**src/rtl/fifo_read_ctrl_pkg.sv**
```systemverilog
// Shared definitions for the FIFO read controller: default widths,
// buffer occupancy encoding and the read-enable headroom helper.
package fifo_read_ctrl_pkg;

  localparam int unsigned DATA_WIDTH_DEF  = 8;
  localparam int unsigned COUNT_WIDTH_DEF = 16;

  typedef enum logic [1:0] {
    OCC_EMPTY = 2'd0,
    OCC_ONE   = 2'd1,
    OCC_TWO   = 2'd2
  } occ_e;

  // True when the words held plus the word in flight, less the word leaving
  // this cycle, leave room for one more word in the 2-entry buffer.
  // A pop always implies occupancy >= 1, so the subtraction cannot underflow.
  function automatic logic has_room(input occ_e occ, input logic in_flight, input logic pop);
    logic [1:0] w_sum;
    w_sum = 2'(occ) + {1'b0, in_flight} - {1'b0, pop};
    return (w_sum < 2'd2);
  endfunction

endpackage

```
**src/rtl/fifo_read_ctrl_chk.sv**
```systemverilog
// Invariant checker for the read controller: no capture into a full
// buffer and no FIFO pop request while the FIFO reports empty.
module fifo_read_ctrl_chk
  import fifo_read_ctrl_pkg::*;
(
  input logic rclk,
  input logic rrst,
  input logic capture,
  input occ_e occ,
  input logic fifo_ren,
  input logic fifo_empty
);

  a_no_overflow: assert property (@(posedge rclk) disable iff (!rrst)
    !(capture && (occ == OCC_TWO)));

  a_no_ren_empty: assert property (@(posedge rclk)
    !(fifo_ren && fifo_empty));

endmodule

```
**src/rtl/fifo_skid_buf.sv**
```systemverilog
// Two-entry FIFO-ordered buffer. The head entry is presented on o_head;
// a push and a pop in the same cycle shift tail to head and refill.
module fifo_skid_buf
  import fifo_read_ctrl_pkg::*;
#(
  parameter int DATA_WIDTH = DATA_WIDTH_DEF
) (
  input  logic                  i_clk,
  input  logic                  i_rst_n,
  input  logic                  i_push,
  input  logic                  i_pop,
  input  logic [DATA_WIDTH-1:0] i_din,
  output logic [DATA_WIDTH-1:0] o_head,
  output occ_e                  o_occ
);

  occ_e                  r_occ;
  occ_e                  w_occ_nxt;
  logic [DATA_WIDTH-1:0] r_head;
  logic [DATA_WIDTH-1:0] r_tail;
  logic [DATA_WIDTH-1:0] w_head_nxt;
  logic [DATA_WIDTH-1:0] w_tail_nxt;

  // Next occupancy and entry contents for every push/pop combination.
  always_comb begin
    w_occ_nxt  = r_occ;
    w_head_nxt = r_head;
    w_tail_nxt = r_tail;
    case ({i_push, i_pop})
      2'b10: begin
        case (r_occ)
          OCC_EMPTY: begin
            w_head_nxt = i_din;
            w_occ_nxt  = OCC_ONE;
          end
          OCC_ONE: begin
            w_tail_nxt = i_din;
            w_occ_nxt  = OCC_TWO;
          end
          default: begin
            w_occ_nxt = r_occ;
          end
        endcase
      end
      2'b01: begin
        case (r_occ)
          OCC_ONE: begin
            w_occ_nxt = OCC_EMPTY;
          end
          OCC_TWO: begin
            w_head_nxt = r_tail;
            w_occ_nxt  = OCC_ONE;
          end
          default: begin
            w_occ_nxt = r_occ;
          end
        endcase
      end
      2'b11: begin
        case (r_occ)
          OCC_EMPTY: begin
            w_head_nxt = i_din;
            w_occ_nxt  = OCC_ONE;
          end
          OCC_ONE: begin
            w_head_nxt = i_din;
          end
          OCC_TWO: begin
            w_head_nxt = r_tail;
            w_tail_nxt = i_din;
          end
          default: begin
            w_occ_nxt = r_occ;
          end
        endcase
      end
      default: begin
        w_occ_nxt = r_occ;
      end
    endcase
  end

  // Buffer state register with synchronous active-low reset.
  always_ff @(posedge i_clk) begin
    if (!i_rst_n) begin
      r_occ  <= OCC_EMPTY;
      r_head <= '0;
      r_tail <= '0;
    end else begin
      r_occ  <= w_occ_nxt;
      r_head <= w_head_nxt;
      r_tail <= w_tail_nxt;
    end
  end

  assign o_head = r_head;
  assign o_occ  = r_occ;

endmodule

```
**src/rtl/fifo_read_ctrl.sv**
```systemverilog
// Read-side controller for the async FIFO: pops words into a 2-entry
// buffer and presents them as a valid/ready stream, counting deliveries.
module fifo_read_ctrl
  import fifo_read_ctrl_pkg::*;
#(
  parameter int DATA_WIDTH  = DATA_WIDTH_DEF,
  parameter int COUNT_WIDTH = COUNT_WIDTH_DEF
) (
  input  logic                   rclk,
  input  logic                   rrst,
  input  logic                   fifo_empty,
  input  logic [DATA_WIDTH-1:0]  fifo_rdata,
  output logic                   fifo_ren,
  output logic                   m_valid,
  input  logic                   m_ready,
  output logic [DATA_WIDTH-1:0]  m_data,
  output logic [COUNT_WIDTH-1:0] rd_count,
  output logic                   busy
);

  logic                   r_in_flight;
  logic [COUNT_WIDTH-1:0] r_count;
  occ_e                   w_occ;
  logic [DATA_WIDTH-1:0]  w_head;
  logic                   w_pop;
  logic                   w_ren;
  logic                   w_valid;

  // Stream handshake and FIFO pop request; everything is held off during reset.
  always_comb begin
    w_valid = rrst & (w_occ != OCC_EMPTY);
    w_pop   = w_valid & m_ready;
    w_ren   = rrst & !fifo_empty & has_room(w_occ, r_in_flight, w_pop);
  end

  // In-flight flag tracks the one-cycle FIFO read latency; counter tracks pops.
  always_ff @(posedge rclk) begin
    if (!rrst) begin
      r_in_flight <= 1'b0;
      r_count     <= '0;
    end else begin
      r_in_flight <= w_ren;
      if (w_pop) begin
        r_count <= r_count + COUNT_WIDTH'(1);
      end
    end
  end

  fifo_skid_buf #(
    .DATA_WIDTH (DATA_WIDTH)
  ) u_buf (
    .i_clk   (rclk),
    .i_rst_n (rrst),
    .i_push  (r_in_flight),
    .i_pop   (w_pop),
    .i_din   (fifo_rdata),
    .o_head  (w_head),
    .o_occ   (w_occ)
  );

  fifo_read_ctrl_chk u_chk (
    .rclk       (rclk),
    .rrst       (rrst),
    .capture    (r_in_flight),
    .occ        (w_occ),
    .fifo_ren   (w_ren),
    .fifo_empty (fifo_empty)
  );

  assign fifo_ren = w_ren;
  assign m_valid  = w_valid;
  assign m_data   = w_head;
  assign rd_count = rrst ? r_count : '0;
  assign busy     = rrst & ((w_occ != OCC_EMPTY) | r_in_flight);

endmodule

```
**config.mk**
```make
export PLATFORM = sky130hd
export DESIGN_NAME = fifo_read_ctrl
export DESIGN_NICKNAME = d
export VERILOG_FILES = /design/src/rtl/fifo_read_ctrl_pkg.sv /design/src/rtl/fifo_read_ctrl_chk.sv /design/src/rtl/fifo_skid_buf.sv /design/src/rtl/fifo_read_ctrl.sv
export SDC_FILE = /design/constraint.sdc
export NUM_CORES = 1
export LEC_CHECK = 0
export CAP_MARGIN = 30
export CORE_MARGIN = 4
export CORE_UTILIZATION = 62
export DETAILED_ROUTE_END_ITERATION = 8
export DONT_BUFFER_PORTS = 1
export PLACE_DENSITY_LB_ADDON = 0.15
export SKIP_LAST_GASP = 1
export SLEW_MARGIN = 20
export SYNTH_ARGS = -nofsm -noshare
export SYNTH_HDL_FRONTEND = slang
export SYNTH_SLANG_ARGS = --single-unit
```
**constraint.sdc**
```tcl
create_clock -name rclk -period 2.5 [get_ports rclk]
set_input_delay 0.75 -clock rclk [delete_from_list [all_inputs] [get_ports rclk]]
set_output_delay 0.75 -clock rclk [all_outputs]
set_load 0.03 [all_outputs]
```
# Word level (Yosys, flattened, before mapping)
# Index checks and enable logic that the tools add are counted.
# classes
order_cmp	1
n_mux	12
addsub	3
n_eq_ne	13
n_bitwise	6
n_reduce_logical	9
# op_table
cell	count
$mux 8	4
$pmux 8 s2	2
$pmux 8 s3	1
$add 16x1->16 const B	1
$mux 16	1
$ne 2x1->1 const B	4
$pmux 2 s2	2
$reduce_and 4->1	2
$eq 2x2->1 const B	3
$ne 3x1->1 const B	2
$pmux 2 s3	1
$and 1x1->1	5
$eq 2x1->1 const B	2
$reduce_bool 2->1	2
$ne 3x2->1 const B	1
$reduce_and 3->1	1
$reduce_bool 3->1	1
$add 2x1->2	1
$logic_not 2->1	1
$lt 2x2->1 const B	1
$mux 2	1
$ne 2x2->1 const B	1
$reduce_or 2->1	1
$sub 2x1->2	1
2 further kinds	2
# totals
regBits	35
elab_cells	49
output_inout_bits	27
inputBits	12

# Depth between registers and ports, before layout
# depth
ltp_word	6
depth_mapped	6

# Cells and area by module
# A second synthesis with hierarchy kept.
# hier_totals
hier_cells	222
area_unflattened_um2	1920.6
# modules_own_cells
module	n_inst	seq_area_each_um2	area_per_inst_um2	cells_per_inst
fifo_skid_buf	1	360.3	983.4	112
fifo_read_ctrl	1	340.3	937.1	110

# Worst setup path before layout
# No wires, ideal clock.
# synth_path
path_type	input to output
start	input port m_ready
end	output port fifo_ren
stages	4
t_required_ps	1750
slack_ps	-108
t_arrival_ps	1858
path_buffers	0
cell_sequence	or2b_1 -> a21oi_1 -> nor3_1 -> nor3_1
# synth_via
elab_chain_cells	4
# synth_rtl
element	line_no	source
start: declaration	fifo_read_ctrl.sv:15	input logic m_ready,
$and 1x1->1	fifo_read_ctrl.sv:32	w_pop = w_valid & m_ready;
$sub 2x1->2	fifo_read_ctrl_pkg.sv:19	w_sum = 2'(occ) + {1'b0, in_flight} - {1'b0, pop};
$lt 2x2->1	fifo_read_ctrl_pkg.sv:20	return (w_sum < 2'd2);
$and 1x1->1	fifo_read_ctrl.sv:33	w_ren = rrst & !fifo_empty & has_room(w_occ, r_in_flight, w_pop);
end: declaration	fifo_read_ctrl.sv:13	output logic fifo_ren,
# No other way between the ends.

# Worst setup path after layout
# layout_path
start	register r_in_flight
end	output port fifo_ren
# layout_via
elab_chain_cells	4
# layout_rtl
element	line_no	source
start: declaration	fifo_read_ctrl.sv:21	logic r_in_flight;
start signal: assignment	fifo_read_ctrl.sv:42	r_in_flight <= w_ren;
$add 2x1->2	fifo_read_ctrl_pkg.sv:19	
$sub 2x1->2	fifo_read_ctrl_pkg.sv:19	
$lt 2x2->1	fifo_read_ctrl_pkg.sv:20	
$and 1x1->1	fifo_read_ctrl.sv:33	
# No other way between the ends.

==> impl_metrics.env <==
export IMPL_multi_input_area_um2=993.5
export IMPL_wirelength_um=3486
export IMPL_min_period_ps=2365
export IMPL_clk_pin_slew_ps=110
export IMPL_ff2ff_setup_slack_ps=680
export IMPL_syn_area_per_cell_um2=8.449
export IMPL_power_density_nw_per_um2=588.7
export IMPL_grt_pass1_vias=1291
export IMPL_core_area_um2=2567
export IMPL_tritoncts="done"
export IMPL_combPwrFrac=0.065
export IMPL_cts_root_buffer="clkbuf_4"
export IMPL_die_area_um2=3719
export IMPL_muxShareOfSynthArea=0.07405
export IMPL_dp_cells=230
export IMPL_fin_skew_ps=3.971
export IMPL_p_sw_w=0.0002820
export IMPL_p_sw_frac=0.2578
export IMPL_worst_hold_startpoint="fifo_empty"
export IMPL_overflow=0
export IMPL_clockBufferDepth=2
export IMPL_start_util=0.6779
export IMPL_ant_nets=0
export IMPL_worst_slack_ps=135.0
export IMPL_seqCellArea_um2=700.7
export IMPL_cts_max_level=2
export IMPL_min_period_over_period=0.9460
export IMPL_power_frac_seq=0.560
export IMPL_synth_nets=219
export IMPL_globalplace_congestion=0.7814
export IMPL_synthArstFlopShare=0
export IMPL_critPathLaunch="r_in_flight"
export IMPL_drv_cap=0
export IMPL_portBuffers=0
export IMPL_synth_simple_area_share=0.3329
export IMPL_leakage_nw=0.7336
export IMPL_grt_start_max_net_pins=48
export IMPL_timing_rr_start="u_buf.o_occ[0]"
export IMPL_clock_latency_ps=340
export IMPL_grt_pass1_wl_um=5809
export IMPL_row_count=18
export IMPL_die_y_um=60.98
export IMPL_critPathArrivalTime_ps=1620
export IMPL_place_ws_ps=96.00
export IMPL_antenna_found_initial=0
export IMPL_fill_cells=211
export IMPL_synth_top_family_by_area="simple AND/OR/NAND/NOR gates"
export IMPL_p_int_w=0.0008119
export IMPL_crit_path_start_kind="register"
export IMPL_ys_warn_count=0
export IMPL_num_vias=1420
export IMPL_worst_ep_required_time_ps=1750
export IMPL_ys_types=38
export IMPL_drt_vias_per_instance=5.966
export IMPL_synthAdderAreaFrac=0.007189
export IMPL_synth_xor_area_frac=0.05032
export IMPL_area_growth_pct=6.758
export IMPL_crit_type="register to primary output"
export IMPL_status="finished clean"
export IMPL_dpl_hpwl_um=2485
export IMPL_routedWlPerCell_um=14.65
export IMPL_synth_ff_latch_count=35
export IMPL_rsz0062_at_grt="no"
export IMPL_ys_seq_area_frac=0.4026
export IMPL_synth_compound_area_frac=0.1006
export IMPL_cts_buffers=5
export IMPL_crit_fanout=8
export IMPL_numClockSinks=35
export IMPL_total_power_w=0.001094
export IMPL_slew_violations=0
export IMPL_fin_cells=238
export IMPL_ys_flop_type="dfxtp_1"
export IMPL_hp_class="input pin to register"
export IMPL_clock_power_share=0.375
export IMPL_track_usage=0.2073
export IMPL_fmax_mhz=422.8
export IMPL_drcViolationCount=0
export IMPL_dieWidth_um=60.98
export IMPL_first_pass_iters=4
export IMPL_max_slew_margin_rel=0.5822
export IMPL_synthCells=206
export IMPL_ir_worst_vdd_mv=0.5572
export IMPL_synth_edf_count=0
export IMPL_drive_gt1_frac=0.1154
export IMPL_report_final_setup_viol=0
export IMPL_worst_pin_slew_ps=626.7
export IMPL_io_pins=39
export IMPL_netlist_area_um2=1740
export IMPL_drt_iter0_markers=87
export IMPL_nets=220
export IMPL_cp_end_kind="primary output"
export IMPL_hold_viol_final=0
export IMPL_num_antenna_cells=0
-- critical path: stages (launching register included) --
cell	delay [ps]
dfxtp_1	400
and2b_2	250
and3_1	190
nor3_2	210
nor3_2	50
buf_4	180
-- power by group through the flow --
stage          clock [W]  sequential, W  combinational, W
2_1_floorplan          0       0.000619         0.0000682
3_3_place_gp           0       0.000624         0.0000673
3_5_place_dp           0       0.000625         0.0000703
4_1_cts         0.000418       0.000613         0.0000705
5_1_grt         0.000448       0.000615         0.0000795
6_report        0.000411       0.000613         0.0000706
-- synth_stat cells (all sizes together), types with 2 or more instances --
master	instances	area, µm²
xnor2	9	78.83
nor3	6	30.03
and3	2	12.51
and2	16	100.1
dfxtp	35	700.7
clkbuf	6	22.52
nand2	42	157.7
nand4	3	40.04
nand4b	2	17.52
a31oi	9	56.30
buf	5	26.27
nand3	7	40.04
nor4	3	48.80
mux2	4	48.79
inv	2	7.510
a21oi	5	25.02
nor4b	2	17.52
nor2	18	67.56
mux2i	8	80.08
o21ai	11	55.05
-- layer usage --
metal,share of wire,global-route usage
met1,0.45,0.2487
met3,0.067,0.08298
met4,0.012,0.07430
met2,0.47,0.3359
met5,0,0
-- layout by cell type, fill, tap and decap left out, drive strengths merged, types with 2 or more instances in the layout --
master,n
o21ai,11
clkinv,2
nor2,18
a31oi,9
mux2i,8
and2,16
clkbuf,5
buf,5
mux2,4
a21oi,5
dfxtp,35
nand4,3
and3,2
nor3,6
nand2,42
nand3,7
nor4b,2
nand4b,2
inv,2
nor4,3
xnor2,9
-- cells by family after synthesis --
kind of cell	Yosys count
buffers and inverters	13
adder cells (fa/ha/maj)	1
AO/OA/AOI/OAI	28
flip-flops	35
multiplexers	12
AND/OR/NAND/NOR	107
XOR/XNOR	10
-- timing repair --
action | in CTS | in global routing
resized for setup | 0 | 1
endpoints found under the setup margin | 0 | 1
hold buffers | 0 | 0
setup buffers | 0 | 0
-- cell type report --
cell class / instances / share of cell area
multi-input combinational: 158 / 0.5347
clock inverter: 3 / 0.02357
inverter: 2 / 0.004040
sequential: 35 / 0.3771
timing repair buffer: 5 / 0.02020
tap: 30 / 0.02020
clock buffer: 5 / 0.02020
-- worst paths after layout --
check | endpoint | cells past startpoint
worst max-delay path | fifo_ren | 5
worst min-delay path | r_in_flight | 1
worst max register to register | r_count[12] | 4
worst min register to register | u_buf.r_tail[0] | 2
-- stage by stage --
step,hold slack (ps),util,cell area [µm²],setup TNS [ps]
global route,447.3,0.7237,1858,0
detailed placement,450.1,0.6901,1772,0
global placement,443.0,0.6901,1772,0
CTS,465.3,0.7217,1853,0
finish,469.3,0.7237,1858,0
floorplan,435.0,-,1745,-62.74
-- registers in the layout, indices dropped and copies added (netlist names) --
register      cells
u_buf.r_tail      8
u_buf.o_head      8
r_count          16
r_in_flight       1
u_buf.o_occ       2
Note: power is estimated with default switching activity, not from simulation.
==> patch, RTL diff (same settings) <==
Change the package constant `DATA_WIDTH_DEF` from 8 to 12.
--- a/src/rtl/fifo_read_ctrl_pkg.sv
+++ b/src/rtl/fifo_read_ctrl_pkg.sv
@@ -3,5 +3,5 @@
 package fifo_read_ctrl_pkg;
 
-  localparam int unsigned DATA_WIDTH_DEF  = 8;
+  localparam int unsigned DATA_WIDTH_DEF  = 12;
   localparam int unsigned COUNT_WIDTH_DEF = 16;
 
Ports: changed (resized fifo_rdata and m_data); port bits go from 39 to 47. The function was not compared with the original's and may differ.
==> patch against the unedited design <==
  * Setup slack better by 0.013 ns
  * Routed wire length is 14% higher
  * Sequential cell count is 8 higher
  * Total power is 12% higher
  * Area after synthesis is 17% higher
  * Design area is 17% higher
  * Count of clock-buffer cells in the layout is 3 higher
  * Clock skew is 0.0040 ns higher
==> patch: results <==
[sta]
finalClockSkew_ns = 0.00796
slew_headroom_pct = 66.7

[power_and_ir_drop]
ir_drop_mv = 0.423
p_leak_nw = 0.848

[global_route]
grt_max_degree = 58
grt_pass1_wl_um = 6790
first_global_vias = 1569
grt_use_total_pct = 20.3

[synthesis]
synth.area.mux_share_pct = 8.52
synthCells = 249
ys_types = 34
syn_nets = 266
yosys.area_share.xor_xnor_pct = 4.29
synth_area_leaders = dfxtp_1, nand2_1, mux2i_1, a31oi_1, nor2_1
async_reset_ff_share_pct = 0
synth_fa_ha_area_share_pct = 0.613
synth_common_cells = nand2_1, dfxtp_1, nor2_1
seq_area_frac_synth_pct = 42.2
synth_compound_area_share_pct = 11.2

[place]
placed_cell_area_um2 = 2100
gp_congestion = 0.780
dp.cells = 287
hpwl_um = 2750

[clocking]
cts-hold-fix-buffers = 0

[critical_path]
worstSetupStartpoint = u_buf.o_occ[0]
critPathMaxFanout = 15
reg2reg_slack_ns = 0.70
worstPathArrival_ns = 1.60
timing.rr.end = r_count[15]

[drt]
met1_length_um = 1800
wl_met2_um = 1860
finalWirelength_um = 3960
first_iter_violations = 102

[cells_and_area]
fillers = 278
drive_gt1_share_pct = 11.6

[status]
outcome = completed
-- patch: cell count changes after synthesis, moves of 4 or more --
cell	delta
and2_1	-4
inv_1	+4
buf_2	+4
a31oi_1	+4
nand2_1	+18
mux2i_1	+6
dfxtp_1	+8
-- patch: logic make-up (layout without fill, tap and decap cells) --
group | Yosys count | after routing
simple gates | 122 | 122
flops | 43 | 43
compound gates | 35 | 35
buf+inv | 21 | 23
mux | 17 | 17
xor+xnor | 10 | 10
fa+ha+maj | 1 | 1
-- patch: worst min-delay path by stage --
stage / startpoint / endpoint / slack (ns) / cells past startpoint
floorplan: r_count[13] / r_count[13] / 0.43 / 1
detailed placement: u_buf.r_tail[5] / u_buf.r_tail[5] / 0.45 / 2
global placement: u_buf.r_tail[7] / u_buf.r_tail[7] / 0.44 / 2
CTS: fifo_empty / r_in_flight / 0.44 / 1
finish: fifo_empty / r_in_flight / 0.45 / 1
global route: fifo_empty / r_in_flight / 0.43 / 1
-- patch: final cells by class --
| cell class | count | area share [%] |
|---|---|---|
| tap | 44 | 2.54 |
| clock buffer | 8 | 3.17 |
| inverter | 6 | 1.04 |
| multi-input combinational | 185 | 50.4 |
| sequential | 43 | 39.7 |
| timing repair buffer | 9 | 3.11 |
-- patch: repair_timing --
item | CTS | global route
gates resized for setup | 0 | 2
setup endpoints to repair | 0 | 1
buffers inserted | 0 | 0
-- patch: critical path, stage by stage, from the launching register on --
cell and delay [ns]:
dfxtp_1 0.65, and3_1 0.26, nor3_2 0.06, nor3_2 0.09, buf_4 0.18
-- patch: power groups by stage --
stage | Combinational, mW | Sequential, mW | Clock, mW
after floorplan | 0.0834 | 0.771 | 0
after global placement | 0.0825 | 0.778 | 0
after detailed placement | 0.0846 | 0.779 | 0
after CTS | 0.0849 | 0.764 | 0.395
after global routing | 0.0977 | 0.767 | 0.419
final | 0.0844 | 0.763 | 0.382
-- patch: routing by layer --
metal	track usage [%]	vias up
met3	5.81	8
li1	-	842
met2	32.6	31
met5	0	-
met4	10.1	0
met1	24.8	728
-- patch: metrics by stage --
step	hold slack, ns	TNS (ns)	utilization (%)	power, mW	worst slack, ns
global placement	0.445	0	67.5	0.861	0.126
global route	0.433	-0.00140	70.0	1.28	-0.00140
CTS	0.436	0	69.8	1.24	0.0781
finish	0.453	0	70.0	1.23	0.148
floorplan	0.426	-0.219	-	0.854	-0.0611
detailed placement	0.454	0	67.5	0.864	0.114
